<file path="src/rtl/bin_add_const_pipe.sv">
// Multi-lane carry + operand + mode-selected constant adder with stall, configurable
// output delay, per-lane overflow detection and a sticky overflow flag.
module bin_add_const_pipe #(
    parameter int unsigned OP_WIDTH    = 16,
    parameter int unsigned CARRY_WIDTH = 1,
    parameter int unsigned SUM_WIDTH   = 17,
    parameter int unsigned LANES       = 4,
    parameter int unsigned DELAY       = 1,
    parameter int unsigned CONST_A     = 0,
    parameter int unsigned CONST_B     = 0
) (
    input  logic                                clk,
    input  logic                                reset,
    input  logic                                in_valid,
    input  logic                                hold,
    input  logic [1:0]                          const_sel,
    input  logic [LANES*CARRY_WIDTH-1:0]        in_a,
    input  logic [LANES*OP_WIDTH-1:0]           in_b,
    input  logic                                clr_ovf,
    output logic                                out_valid,
    output logic [LANES*OP_WIDTH-1:0]           low_sum,
    output logic [LANES*(SUM_WIDTH-OP_WIDTH)-1:0] hi_sum,
    output logic [LANES-1:0]                    lane_ovf,
    output logic                                ovf_sticky
);

    localparam int unsigned HI_WIDTH   = SUM_WIDTH - OP_WIDTH;
    localparam int unsigned FULL_WIDTH = (SUM_WIDTH > OP_WIDTH + 2) ? SUM_WIDTH : OP_WIDTH + 2;
    localparam logic [OP_WIDTH:0] K_A  = (OP_WIDTH + 1)'(CONST_A);
    localparam logic [OP_WIDTH:0] K_B  = (OP_WIDTH + 1)'(CONST_B);

    // Stage 1: input latch with the constant decoded one bit wider than an operand
    logic [OP_WIDTH:0]               const_dec;
    logic                            s1_valid;
    logic [LANES*CARRY_WIDTH-1:0]    s1_a;
    logic [LANES*OP_WIDTH-1:0]       s1_b;
    logic [OP_WIDTH:0]               s1_const;

    always_comb begin
        const_dec = '0;
        case (const_sel)
            2'd1:    const_dec = K_A;
            2'd2:    const_dec = K_B;
            2'd3:    const_dec = K_A + K_B;
            default: const_dec = '0;
        endcase
    end

    always_ff @(posedge clk) begin
        if (reset) begin
            s1_valid <= 1'b0;
            s1_a     <= '0;
            s1_b     <= '0;
            s1_const <= '0;
        end else if (!hold) begin
            s1_valid <= in_valid;
            s1_a     <= in_a;
            s1_b     <= in_b;
            s1_const <= const_dec;
        end
    end

    // Stage 2 adder; overflow is any result bit at or above SUM_WIDTH
    logic [LANES*SUM_WIDTH-1:0] add_sum;
    logic [LANES-1:0]           add_ovf;

    always_comb begin
        logic [FULL_WIDTH-1:0] full;
        full    = '0;
        add_sum = '0;
        add_ovf = '0;
        for (int unsigned l = 0; l < LANES; l++) begin
            full = FULL_WIDTH'(s1_a[l*CARRY_WIDTH +: CARRY_WIDTH])
                 + FULL_WIDTH'(s1_b[l*OP_WIDTH +: OP_WIDTH])
                 + FULL_WIDTH'(s1_const);
            add_sum[l*SUM_WIDTH +: SUM_WIDTH] = full[SUM_WIDTH-1:0];
            add_ovf[l] = (full >> SUM_WIDTH) != '0;
        end
    end

    // Entry 0 is the adder register, entries 1..DELAY are the pure delay stages
    logic [LANES*SUM_WIDTH-1:0] pipe_sum [DELAY+1];
    logic [LANES-1:0]           pipe_ovf [DELAY+1];
    logic [DELAY:0]             pipe_valid;

    always_ff @(posedge clk) begin
        if (reset) begin
            pipe_valid <= '0;
            for (int unsigned i = 0; i <= DELAY; i++) begin
                pipe_sum[i] <= '0;
                pipe_ovf[i] <= '0;
            end
        end else if (!hold) begin
            pipe_valid[0] <= s1_valid;
            pipe_sum[0]   <= add_sum;
            pipe_ovf[0]   <= add_ovf;
            for (int unsigned i = 1; i <= DELAY; i++) begin
                pipe_valid[i] <= pipe_valid[i-1];
                pipe_sum[i]   <= pipe_sum[i-1];
                pipe_ovf[i]   <= pipe_ovf[i-1];
            end
        end
    end

    assign out_valid = pipe_valid[DELAY];
    assign lane_ovf  = pipe_ovf[DELAY];

    always_comb begin
        low_sum = '0;
        hi_sum  = '0;
        for (int unsigned l = 0; l < LANES; l++) begin
            low_sum[l*OP_WIDTH +: OP_WIDTH] = pipe_sum[DELAY][l*SUM_WIDTH +: OP_WIDTH];
            hi_sum[l*HI_WIDTH +: HI_WIDTH]  = pipe_sum[DELAY][l*SUM_WIDTH + OP_WIDTH +: HI_WIDTH];
        end
    end

    // A beat only counts toward the sticky flag when it is consumed (not held); set beats clear
    always_ff @(posedge clk) begin
        if (reset) begin
            ovf_sticky <= 1'b0;
        end else if (out_valid && !hold && (lane_ovf != '0)) begin
            ovf_sticky <= 1'b1;
        end else if (clr_ovf) begin
            ovf_sticky <= 1'b0;
        end
    end

endmodule

</file>
<file path="config.mk">
export PLATFORM = sky130hd
export DESIGN_NAME = bin_add_const_pipe
export DESIGN_NICKNAME = d
export VERILOG_FILES = /design/src/rtl/bin_add_const_pipe.sv
export SDC_FILE = /design/constraint.sdc
export NUM_CORES = 1
export LEC_CHECK = 0
export CAP_MARGIN = 20
export CORE_MARGIN = 10
export CORE_UTILIZATION = 50
export CTS_CLUSTER_DIAMETER = 150
export DETAILED_ROUTE_END_ITERATION = 10
export PLACE_DENSITY = 0.76
export SYNTH_ARGS = -nofsm -noshare
export SYNTH_HDL_FRONTEND = slang
export SYNTH_SLANG_ARGS = --single-unit
</file>
<file path="constraint.sdc">
create_clock -name clk -period 6.9 [get_ports clk]
set_input_delay 1.725 -clock clk [delete_from_list [all_inputs] [get_ports clk]]
set_output_delay 1.725 -clock clk [all_outputs]
set_load 0.005 [all_outputs]
</file>
After elaboration in Yosys (flattened, before gate mapping)
Memories as Yosys holds them, arrays and structs flattened.
Index checks and enable logic that the tools add are counted.
{ "classes": {"reduce_logical": 5, "n_mux": 11, "n_bitwise": 4, "n_addsub": 4} }
{ "ops": {"columns": ["operator", "count"], "rows": [
  ["$mux W68", 2],
  ["$add A1 B16 Y17", 4],
  ["$mux W4", 2],
  ["$mux W1", 7],
  ["$or A1 B1 Y1", 4],
  ["$reduce_bool A4 Y1", 1],
  ["$logic_and A1 B1 Y1", 2],
  ["$reduce_bool A2 Y1", 1],
  ["$logic_not A1 Y1", 1]
]} }
{ "word_totals": {"output_inout_bits": 74, "reg_bits": 72, "mem_bits_rw": 144, "mem_count": 2, "inputBits": 75, "elab_cells": 31} }
{ "memory_table": {"columns": ["name", "depth", "width", "read_ports", "rd_ports_with_merged_regs", "wr", "line", "text"], "rows": [
  ["pipe_sum", 2, 68, 2, 0, 2, "82", "logic [LANES*SUM_WIDTH-1:0] pipe_sum [DELAY+1];"],
  ["pipe_ovf", 2, 4, 2, 0, 2, "83", "logic [LANES-1:0] pipe_ovf [DELAY+1];"]
]} }

Longest topological paths before layout
Gate-level depths: netlist (run 1).
{ "logic_depth": {"depth_word": 4, "ltp_mapped": 6, "depth_no_buf": 6} }

Least setup slack after synthesis (run 1)
OpenSTA, ideal clock, no wires.
{ "synth_path": {"kind": "input port to flip-flop", "startpoint": "input reset", "endpoint": "memory pipe_sum[0][0] (netlist bit) (enable)", "n_path_buf": 1, "path_slack_ps": 1102, "required_ps": 6381, "setup_ps": 519, "arrival_ps": 5279, "stages": 2, "cell_sequence": "clkbuf_1 -> nand2b_1"} }
{ "synth_lines": {"columns": ["element", "line", "text"], "rows": [
  ["from (decl)", "13", "input logic reset,"],
  ["to (decl)", "82", null]
]} }

==> summary.md, run 1 <==
| Metric | Value |
|---|---|
| DIE WIDTH | 155 µm |
| Final Hold Vio Count | 0 |
| Status | finished, final reports clean |
| Worst EP required | 7.01 ns |
| Crit. End Element | register |
| HPWL after DPL | 11,200 µm |
| # IOs | 149 |
| CTS Root Cell | clkbuf_16 |
| Largest net degree at the start of global routing | 75 |
| Initial antenna violation count | 0 |
| Row count | 49 |
| Postcts setup bufs | 0 |
| VDD IR max | 0.202 mV |
| Syn-to-layout area delta | 19.2% |
| Vias/cell | 4.96 |
| Yosys top cell area share | 44.8% |
| Post-synthesis cell type count | 30 |
| Met2 WL | 8330 µm |
| Share of cells above drive strength 1 | 5.05% |
| FF-to-FF Start | s1_a[0] |
| DR DRC count | 0 |
| Port Buf Inserts | 140 |
| Hold Startpoint | pipe_valid[0] |
| Top FF cell, synth | edfxtp_1 |
| Num CTS Buffers | 22 |
| Max Used Layer | met4 |
| H-Tree Level Count | 1 |
| Remaining Overflow, GRT | 0 |
| Worst Path Arrival | 3.61 ns |
| Post-Layout Cell Count | 1,081 |
| PostCTS Resize Cnt | 0 |
| Ant diodes | 0 |
| Ys async rst share | 0% |
| Cells after Synth | 771 |
| Yosys reg bits | 207 |
| RSZ-0062 raised after global routing | no |
| Max Cap Viol | 0 |
| Final Net Count | 919 |
| Total GRT Usage | 13.5% |
| Longest Clk Path Bufs | 3 |
| Die height | 155 µm |
| Post-route setup TNS | 0 ns |
| HP Class | reg2reg |
| Via Count | 5,360 |
| Gpl congestion | 0.807 |
| Initial DRC count | 212 |
| Die area | 24,000 µm² |
| Clock slew at reported path FFs | 0.06 ns |
| Cts hold-fix bufs | 0 |
| Post-Synthesis Mean Instance Area | 11.8 µm² |
| Leading area contributor after synthesis | edfxtp_1 |
| Clk sink count | 207 |
| Fin Hold WS | 0.492 ns |
| Final ANT Viol Nets | 0 |
| Initial Utilization | 50.7% |
| Post-synth EDFFs | 136 |
| First-pass GRT wire length | 26,700 µm |
| Max Freq | 286 MHz |
| Final Util | 60.4% |
| Routed length per instance | 15.3 µm |
| YS warnings | 0 |
| Crit path kind | in2reg |
| Placed cells | 1,040 |
| Wire length on met1 | 6840 µm |
| DRT Wirelength | 16,600 µm |
| Pwr Density | 254 nW/µm² |
| Cell with the most instances after synthesis | edfxtp_1 |
| CTS tree | built |
| Crit-path max FO | 69 |
| TritonRoute pass-1 iters | 4 |
| Tmin final | 3.50 ns |
| CP Launch Point | hold |
| Slew HR | 41.2% |
| Synth area leaders | edfxtp_1 45%, dfxtp_1 16%, mux2i_1 7.9%, buf_4 6.0%, nor2_1 5.4% |
| Core Region | 18,000 µm² |
| Final setup fails | 0 |
| Post-synthesis sequential area ratio | 60.5% |
| Leak | 4.13 nW |
| CP Launch Type | input port |
| Mapped cell area | 9110 µm² |
| Vias in the first global route | 5,316 |
| Slew Viols, Final | 0 |
| Commonest cells post-synth | 136 x edfxtp_1, 132 x nor2_1, 77 x and2_1, 73 x buf_4, 72 x mux2i_1 |
| Worst Clk Skew | 0.00774 ns |
| Fin crit share | 50.7% |
| Worst-Margin Slew | 0.883 ns |
| Metal3 WL | 929 µm |
| Clk Latency, worst-skew pair | 0.49 ns |
[kinds of logic after synthesis]
group / Yosys count / synth area share, %
XOR/XNOR: 51 / 4.91
adder cells (fa/ha/maj): 8 / 1.10
other: 1 / 0.0412
AND/OR/NAND/NOR: 305 / 17.0
AO/OA/AOI/OAI: 10 / 0.550
buffers and inverters: 117 / 8.05
flip-flops: 207 / 60.5
multiplexers: 72 / 7.91
[sequential cells by signal, indices dropped and copies added (netlist names)]
register and flops:
pipe_sum 136, s1_b 64, s1_a 4, pipe_valid 2, s1_valid 1
[cell usage in the layout (no fill, tap or decap)]
cell type	n
xor2_1	19
clkbuf_8	1
clkbuf_16	23
ha_1	8
clkbuf_1	8
or3_1	8
dfxtp_1	71
buf_16	1
nor2_4	1
a21oi_1	5
and4_4	1
nor3_1	12
mux2i_1	72
inv_1	9
xnor2_1	32
clkinv_2	3
clkinv_1	3
clkinvlp_4	1
and4_1	5
and2_1	77
bufinv_16	1
nand2b_4	1
and3_2	1
nor2_1	131
nand2_1	15
nor4_1	9
buf_2	1
or2_2	1
nand4_4	2
edfxtp_1	136
conb_1	5
and3_1	1
nand4_1	18
nand3_1	22
buf_4	5
o21ai_0	5
clkdlybuf4s50_1	138
[critical path: stages]
cell and delay [ns]:
buf_4 0.25, nand2b_4 0.73, buf_4 0.81
[path summary, 6_finish.rpt]
check	end	slack (ns)	cells past startpoint
max reg2reg	pipe_sum[0][14]	4.93	6
max	pipe_sum[0][131]	3.40	3
min	pipe_valid[0]	0.49	2
min reg2reg	pipe_valid[0]	0.49	2
[where the power goes]
group / internal (mW) / switching [mW]
Sequential: 1.39 / 0.0416
Combinational: 0.121 / 0.0919
Clock: 0.659 / 0.448
Total: 2.17 / 0.582
[stage by stage]
stage	power (mW)	setup slack (ns)	instance area, µm²
2_1_floorplan	1.59	1.10	9120
3_3_place_gp	1.67	2.89	10100
3_5_place_dp	1.68	2.85	10100
4_1_cts	2.79	3.37	10800
5_1_grt	2.88	3.26	10900
6_report	2.76	3.40	10900
[area by class of cell]
| class | count | area (µm²) |
|---|---|---|
| multi-input cells | 451 | 2900 |
| clock buffers | 32 | 619 |
| fillers | 1473 | 7110 |
| well taps | 229 | 287 |
| flip-flops and latches | 207 | 5510 |
| repair buffers | 145 | 1450 |
| inverters | 9 | 33.8 |
| clock inverters | 8 | 63.8 |
[per-layer routing]
layer  track usage [%]  vias to the layer above
li1                  -                     2707
met1              15.4                     2488
met2              23.9                      135
met3              2.89                       30
met4              5.58                        0
met5                 0                        -
Power figures use the tool's default switching activity.
==> inputs of run 2 (changes only) <==
--- a/config.mk
+++ b/config.mk
@@ -7,7 +7,7 @@
 export LEC_CHECK = 0
 export CAP_MARGIN = 20
 export CORE_MARGIN = 10
-export CORE_UTILIZATION = 50
+export CORE_UTILIZATION = 48
 export CTS_CLUSTER_DIAMETER = 150
 export DETAILED_ROUTE_END_ITERATION = 10
 export PLACE_DENSITY = 0.76
==> constraint.sdc (replaced) <==
create_clock -name clk -period 3 [get_ports clk]
set_input_delay 0.75 -clock clk [delete_from_list [all_inputs] [get_ports clk]]
set_output_delay 0.75 -clock clk [all_outputs]
set_load 0.005 [all_outputs]
==> summary.md, run 2 (same netlist as run 1, synthesis figures left out) <==
| Metric | Value |
|---|---|
| Status | finished, final reports clean |
| Clk sink count | 207 |
| Worst EP required | 2.25 ns |
| HPWL after DPL | 11,700 µm |
| Crit. End Element | primary output |
| Max Freq | 467 MHz |
| Largest net degree at the start of global routing | 81 |
| Worst setup path end | low_sum[0] |
| Worst R2R End | pipe_sum[0][14] |
| TritonRoute pass-1 iters | 5 |
| Share of cells above drive strength 1 | 5.83% |
| Slew Viols, Final | 0 |
| RSZ-0062 raised after global routing | no |
| Core Region | 18,700 µm² |
| Cts hold-fix bufs | 0 |
| R2r setup slk | 1.01 ns |
| Critical-path top delay cell | clkdlybuf4s50_1 |
| CP cell instances | clkdlybuf4s50_1 |
| Final ANT Viol Nets | 0 |
| Pwr Density | 599 nW/µm² |
| Post-Layout Cell Count | 1,091 |
| CP Launch Type | register |
| Placed cells | 1,051 |
| Crit-path max FO | 1 |
| Leak | 4.19 nW |
| Max Cap Viol | 0 |
| FF-to-FF Start | s1_a[0] |
| Final Hold Vio Count | 0 |
| Post-route setup TNS | 0 ns |
| Num CTS Buffers | 22 |
| Crit path kind | reg2out |
| Vias/cell | 4.89 |
| Routed length per instance | 15.4 µm |
| Final Net Count | 924 |
| HP Class | reg2reg |
| DRT Wirelength | 16,800 µm |
| Delay-heaviest family, CP | buffers and inverters |
| DIE WIDTH | 158 µm |
| Commonest non-fill, non-tap cell in the layout | clkdlybuf4s50_1 |
| Most frequent cells in the layout | 138 x clkdlybuf4s50_1, 136 x edfxtp_1, 131 x nor2_1 |
| Die area | 24,900 µm² |
| Longest Clk Path Bufs | 3 |
| Initial Utilization | 48.7% |
| H-Tree Level Count | 1 |
| Fin Hold WS | 0.496 ns |
| First-pass GRT wire length | 25,800 µm |
| CP Launch Point | pipe_sum[0][68] |
| Syn-to-layout area delta | 20.7% |
| # IOs | 149 |
| Vias in the first global route | 5,115 |
| Clk Latency, worst-skew pair | 0.49 ns |
| Worst path depth | 1 |
| Slew HR | 41.7% |
| VDD IR max | 0.322 mV |
| Worst path bufs/invs | 1 |
| Postcts setup bufs | 0 |
| Gpl congestion | 0.758 |
| FF-to-FF path depth | 6 |
| Die height | 158 µm |
| Layout fillers | 1,510 |
| Clock slew at reported path FFs | 0.06 ns |
| Row count | 50 |
| Initial DRC count | 212 |
| Largest Register | pipe_sum |
| Total GRT Usage | 12.8% |
| PostCTS Resize Cnt | 0 |
| Tmin final | 2.14 ns |
| Max reg flops | 136 |
| Worst-Margin Slew | 0.875 ns |
| Port Buf Inserts | 140 |
| CTS Root Cell | clkbuf_16 |
| Fin crit share | 71.4% |
| CTS tree | built |
| Largest regs | pipe_sum (136), s1_b (64), s1_a (4) |
| Worst Path Arrival | 1.39 ns |
| DR DRC count | 0 |
| Max stage delay on crit path | 0.54 ns |
| Via Count | 5,334 |
| Worst Clk Skew | 0.00753 ns |
| Hold Startpoint | s1_valid |
| Ant diodes | 0 |
| Initial antenna violation count | 0 |
| Final setup fails | 0 |
| Remaining Overflow, GRT | 0 |
==> run 2: layer usage <==
metal	GRT usage [%]	vias up	routed length, µm
met3	2.20	27	874
met1	14.2	2490	6860
met2	24.4	112	8730
met4	3.65	0	317
li1	-	2705	-
met5	0	-	0
==> run 2: final cells by class <==
type / count / area, µm² / area share (%)
clock inverters: 12 / 138 / 1.25
repair buffers: 150 / 1510 / 13.7
well taps: 234 / 293 / 2.66
flip-flops and latches: 207 / 5510 / 50.1
clock buffers: 28 / 616 / 5.60
inverters: 9 / 33.8 / 0.307
multi-input cells: 451 / 2900 / 26.4
==> run 2: worst min path at each step <==
| stage | end | slack [ns] | cells past startpoint |
|---|---|---|---|
| CTS | s1_valid | 0.50 | 2 |
| global route | pipe_sum[0][111] | 0.53 | 1 |
| finish | s1_valid | 0.50 | 2 |
| floorplan | pipe_valid[0] | 0.46 | 2 |
| global placement | pipe_valid[0] | 0.47 | 2 |
| detailed placement | pipe_valid[1] | 0.49 | 2 |
==> run 2: power by group <==
| part | leakage (nW) | switching [mW] | internal (mW) |
|---|---|---|---|
| clock network | 0.359 | 1.07 | 1.71 |
| logic | 1.73 | 0.211 | 0.285 |
| registers | 2.10 | 0.0972 | 3.21 |
==> run 2: per-stage QoR <==
stage	power (mW)	setup slack (ns)	area (µm²)	util, %
2_1_floorplan	3.65	0.545	9130	-
3_3_place_gp	3.85	0.579	10200	54.7
3_5_place_dp	3.87	0.544	10200	54.7
4_1_cts	6.66	0.831	11000	58.7
5_1_grt	6.82	0.815	11000	58.7
6_report	6.58	0.857	11000	58.7
==> patch 1 (settings of run 1) <==
The parameter `SUM_WIDTH` goes from 17 to 34.
--- a/src/rtl/bin_add_const_pipe.sv
+++ b/src/rtl/bin_add_const_pipe.sv
@@ -4,5 +4,5 @@
     parameter int unsigned OP_WIDTH    = 16,
     parameter int unsigned CARRY_WIDTH = 1,
-    parameter int unsigned SUM_WIDTH   = 17,
+    parameter int unsigned SUM_WIDTH   = 34,
     parameter int unsigned LANES       = 4,
     parameter int unsigned DELAY       = 1,
Ports: changed (resized hi_sum); port bits go from 149 to 217. No check against the original RTL was run, so the function may have changed too.
==> patch 1 against run 1 <==
- total power increased by 2.5%
- via count increased by 4.8%
- sequential cell count unchanged
- non-clock buffer count increased by 1
- maximum frequency increased by 8.8%
- wire length increased by 6.0%
- cell area increased by 3.7%
- cell count increased by 9.5%
- sequential power about the same
- synthesized area increased by 6.3%
- first-iteration DRC count increased by 34%
- setup slack improved by 280 ps
- largest power group unchanged
==> patch 1: results (changes against run 1) <==
Port Buf Inserts 140 (unchanged); final weighted congestion in routability-driven placement 0.8022 (-0.62%); peak ir drop on the vdd network 0.1874 mV (-7.0%); Final nets 992 (+7.9%); cells after synthesis 842 (+9.2%); overall overflow remaining after global route 0 (unchanged); pin count of the biggest net entering global routing 81 (+8.0%); count of cell types in the netlist 29 (-3.3%); number of warnings reported in the yosys synthesis log 0 (unchanged); number of flops mapped to enable cells by yosys 136 (unchanged); Detailed Routing Iterations Pass 1 4 (unchanged); HPWL after detailed placement 12420 um (+11%); setup fix buffers added after clock tree synthesis 0 (unchanged); share of cells above drive strength 1 6.494% (+1.4 points); wire length per cell after detailed routing 14.85 um (-3.2%); status completed; Static Leak 4.369 nW (+5.7%); CP arrival 3340 ps (-270 ps); number of cells upsized or downsized after cts 0 (unchanged); gate family responsible for the most delay along the worst path buffers and inverters; sequential area share after synthesis 56.89% (-3.6 points); global-route wire length before repair 28460 um (+6.4%); main area contributors after synthesis sky130_fd_sc_hd__edfxtp_1 (42%), sky130_fd_sc_hd__dfxtp_1 (15%), sky130_fd_sc_hd__buf_4 (11%); delay of the slowest cell on the worst path 770 ps (-40 ps); first-iteration detailed-routing DRC count 284 (+34%); CTS buffer count 22 (unchanged); proportion of power drawn by the clock network 41.2% (+1.0 points); Synth Flop Type sky130_fd_sc_hd__edfxtp_1; transition at the pin with the smallest max-transition slack 995.3 ps (+112.8 ps); clk_lat worst skew 490 ps (about the same); Worst path slowest cell sky130_fd_sc_hd__nand2b_4; maximum fanout along the worst path 75 (+8.7%); GR Util All Layers 13.35% (-0.12 points); Switching Fraction 20.98% (-0.12 points); post-DR vias/cell 4.746 (-4.3%); power dissipated in combinational cells 0.225 mW (+6%); Clock Path Buffers 3 (unchanged); total number of H-tree levels 1 (unchanged); top post-synthesis cells by count sky130_fd_sc_hd__buf_4 (141), sky130_fd_sc_hd__edfxtp_1 (136), sky130_fd_sc_hd__nor2_1 (129), sky130_fd_sc_hd__and2_1 (76), sky130_fd_sc_hd__mux2i_1 (72); worst setup skew after layout 9.274 ps (+1.531 ps); count of placed standard cells including taps 1144 (+10%); vias in the first global route 5567 (+4.7%); Hold/Removal Path Class flop to flop; clock-pin slew on the worst setup and hold paths 60 ps (about the same); total detailed-routing wirelength 17590 um (+6.0%); fraction of synthesis flops using an asynchronous set or reset pin 0% (unchanged); Regs by FF count pipe_sum (136), s1_b (64), s1_a (4); number of antenna violations at the first check in global routing 1 (+1); CTS Hold Buffers Added 0 (unchanged)
==> patch 1: worst min-delay path, delay by kind of cell (launching register included) <==
family / cells / cell delay [ps]
multiplexers: 1 / 70
flip-flops: 1 / 330
AND/OR/NAND/NOR: 1 / 70
==> patch 1: cell type report <==
cell class	instances	area [um2]
Fill cell	1567	7634
Sequential cell	207	5505
Multi-Input combinational cell	520	3204
Timing Repair Buffer	146	1451
Clock buffer	31	635.6
Tap cell	260	325.3
Clock inverter	8	92.59
Inverter	12	45.04
==> patch 1: kinds of logic after synthesis <==
logic type	count (synthesis)	share of synthesized area (%)
AOI/OAI and AO/OA	6	0.3102
buffers and inverters	187	12.94
DFF	207	56.89
and+or+nand+nor	308	16.54
xor gates and xnor gates	53	4.797
muxes	72	7.448
adders and majority gates	8	1.034
other	1	0.03875
==> patch 1: worst paths after layout <==
check | slack (ps) | startpoint | endpoint
setup / recovery | 3680 | hold | pipe_sum[0][114]
hold / removal | 500 | s1_b[48] | s1_b[48]
setup reg to reg | 4980 | s1_a[1] | pipe_sum[0][48]
hold reg to reg | 500 | s1_b[48] | s1_b[48]
==> patch 1: stage by stage <==
step / hold WS [ps] / setup slack, ps / area, um2 / total power [mW] / util [%]
floorplan: 460.1 / 1102 / 9947 / 1.629 / -
global placement: 478.8 / 3030 / 10510 / 1.681 / 55.64
detailed placement: 485.6 / 2941 / 10510 / 1.688 / 55.64
CTS: 504.7 / 3456 / 11240 / 2.860 / 59.49
global route: 530.2 / 3556 / 11260 / 2.939 / 59.60
finish: 499.2 / 3685 / 11260 / 2.825 / 59.60
==> patch 1: routing by layer <==
metal,GRT usage (%),routed length (um),vias to the layer above
met5,0,13,-
met4,4.002,459,2
met3,5.138,1527,29
met2,23.40,8676,176
met1,14.64,6908,2639
li1,-,-,2773
==> patch 2 (settings of run 1) <==
Without the edit above. Add an input register stage for `hold`, with the module's reset; this delays it by one clock. The other inputs are not delayed to match.
--- a/src/rtl/bin_add_const_pipe.sv
+++ b/src/rtl/bin_add_const_pipe.sv
@@ -30,4 +30,14 @@
     localparam logic [OP_WIDTH:0] K_B  = (OP_WIDTH + 1)'(CONST_B);
 
+    logic hold_q;
+
+    always_ff @(posedge clk) begin
+        if (reset) begin
+            hold_q <= '0;
+        end else begin
+            hold_q <= hold;
+        end
+    end
+
     // Stage 1: input latch with the constant decoded one bit wider than an operand
     logic [OP_WIDTH:0]               const_dec;
@@ -53,5 +63,5 @@
             s1_b     <= '0;
             s1_const <= '0;
-        end else if (!hold) begin
+        end else if (!hold_q) begin
             s1_valid <= in_valid;
             s1_a     <= in_a;
@@ -91,5 +101,5 @@
                 pipe_ovf[i] <= '0;
             end
-        end else if (!hold) begin
+        end else if (!hold_q) begin
             pipe_valid[0] <= s1_valid;
             pipe_sum[0]   <= add_sum;
@@ -119,5 +129,5 @@
         if (reset) begin
             ovf_sticky <= 1'b0;
-        end else if (out_valid && !hold && (lane_ovf != '0)) begin
+        end else if (out_valid && !hold_q && (lane_ovf != '0)) begin
             ovf_sticky <= 1'b1;
         end else if (clr_ovf) begin
Formal check against the unedited RTL: not equivalent (Yosys sat finds a counterexample within 4 cycles, from zero or initial values and one cycle with reset high).
==> patch 2 against run 1 <==
- sequential cell count up 1
- cell area up 0.68%
- wire length up 1.9%
- critical path type unchanged
- first-iteration DRC count down 4.2%
- via count up 0.90%
- synthesized cell count up 0.26%
- total power up 3.9%
- critical path depth up 1
- combinational power up 3%
- count of clock-buffer cells in the layout down 1
- maximum frequency up 3.7%
- setup slack better by 130 ps
- synthesized area up 0.29%
- highest routed layer is now met5
==> patch 2: results (changes against run 1) <==
status completed; capture point of the worst path pipe_sum[0][55]; standard cell area after detailed placement 0.01018 mm2 (+0.32%); count of cell types in the netlist 31 (+3.3%); clock tree root buffer cell sky130_fd_sc_hd__clkbuf_16; final worst slack 3527 ps (+125.2 ps); maximum fanout along the worst path 75 (+8.7%); mean cell area of the mapped netlist 11.81 um2 (about the same); vias post-DR 5408 (+0.90%); worst flop-to-flop path startpoint s1_b[0]; top post-synthesis cells by count sky130_fd_sc_hd__edfxtp_1 (136), sky130_fd_sc_hd__nor2_1 (132), sky130_fd_sc_hd__and2_1 (77), sky130_fd_sc_hd__buf_4 (73); total number of H-tree levels 1 (unchanged); count of placed standard cells including taps 1042 (+0.19%); vias in the first global route 5228 (-1.7%); CTS buffer count 23 (+4.5%); number of antenna violations at the first check in global routing 1 (+1); wire length per cell after detailed routing 15.60 um (+1.7%); start point of the critical path reset; clock-pin slew on the worst setup and hold paths 60 ps (about the same); peak ir drop on the vdd network 0.1779 mV (-12%); global-route wire length before repair 27230 um (+1.8%); CP arrival 3560 ps (-50 ps); post-DR vias/cell 4.994 (+0.71%); Static Leak 4.107 nW (-0.60%); sequential area share after synthesis 60.50% (about the same); Regs by FF count pipe_sum (136), s1_b (64), s1_a (4); number of flops mapped to enable cells by yosys 136 (unchanged); Final nets 922 (+0.33%); first-iteration detailed-routing DRC count 203 (-4.2%); Max-Slew Margin vs Limit 30.67% (-10 points); HPWL after detailed placement 11410 um (+2.0%); gate family responsible for the most delay along the worst path simple AND/OR/NAND/NOR gates; share of cells above drive strength 1 5.152% (+0.11 points); register-to-register path setup slack 4780 ps (-150 ps); pin count of the biggest net entering global routing 81 (+8.0%); worst setup slack before clock tree synthesis 2932 ps (+81.14 ps); Worst path slowest cell sky130_fd_sc_hd__or2_2; GR Util All Layers 13.59% (+0.12 points); final weighted congestion in routability-driven placement 0.8182 (+1.4%); worst setup skew after layout 10.48 ps (+2.732 ps); main area contributors after synthesis sky130_fd_sc_hd__edfxtp_1 (45%), sky130_fd_sc_hd__dfxtp_1 (16%), sky130_fd_sc_hd__mux2i_1 (7.9%); delay of the slowest cell on the worst path 930 ps (+120 ps)
## patch 2: changes by cell type after synthesis, sizes merged
cell | run 1 | this run
nor2b | 0 | 1
dfxtp | 71 | 72
buf | 88 | 89
clkbuf | 20 | 19
## patch 2: layout make-up
type                    count  area (um2)
fillers                  1420        7032
flip-flops and latches    208        5529
repair buffers            145        1446
clock inverters             9       116.4
multi-input cells         452        2904
well taps                 229       286.5
clock buffers              31       615.6
inverters                   9       33.78
## patch 2: report_power, final
part           internal (mW)  total [mW]  switching [mW]
Clock                  0.733        1.18           0.452
Combinational          0.129       0.220          0.0911
Sequential              1.41        1.46          0.0508
## patch 2: worst reg2reg max path: cells and delay by family, from the launching register on
family | cells | cell delay (ps)
adder cells (fa/ha/maj) | 2 | 560
XOR/XNOR | 1 | 170
AND/OR/NAND/NOR | 3 | 750
flip-flops | 1 | 350
## patch 2: worst min-delay path by stage
stage                        to  cells past startpoint  slack (ps)
2_1_floorplan     pipe_valid[0]                      2         460
3_3_place_gp      pipe_valid[0]                      2         470
5_1_grt        pipe_sum[0][118]                      1         530
6_report          pipe_valid[0]                      2         500
4_1_cts           pipe_valid[0]                      2         500
3_5_place_dp      pipe_valid[0]                      2         480
## patch 2: cells by family after synthesis
| logic type | after synthesis | share of synthesized area [%] |
|---|---|---|
| and+or+nand+nor | 306 | 17.00 |
| DFF | 208 | 60.50 |
| buffers and inverters | 117 | 8.029 |
| muxes | 72 | 7.891 |
| xor gates and xnor gates | 51 | 4.891 |
| AOI/OAI and AO/OA | 10 | 0.5479 |
| adders and majority gates | 8 | 1.096 |
| other | 1 | 0.04106 |
## patch 2: routing by layer
metal | part of all wire, % | GRT usage, % | up-vias
met3 | 6.2 | 3.226 | 37
li1 | - | - | 2711
met4 | 2.4 | 4.363 | 2
met2 | 50 | 23.88 | 139
met1 | 41 | 15.98 | 2519
met5 | 0.071 | 0 | -
## patch 2: per-stage QoR
step                      total power [mW]  hold WS (ps)
after floorplan                      1.618         460.1
after global placement               1.699         467.5
after detailed placement             1.708         484.9
after CTS                            2.903         498.9
after global routing                 2.983         525.2
final                                2.863         498.1
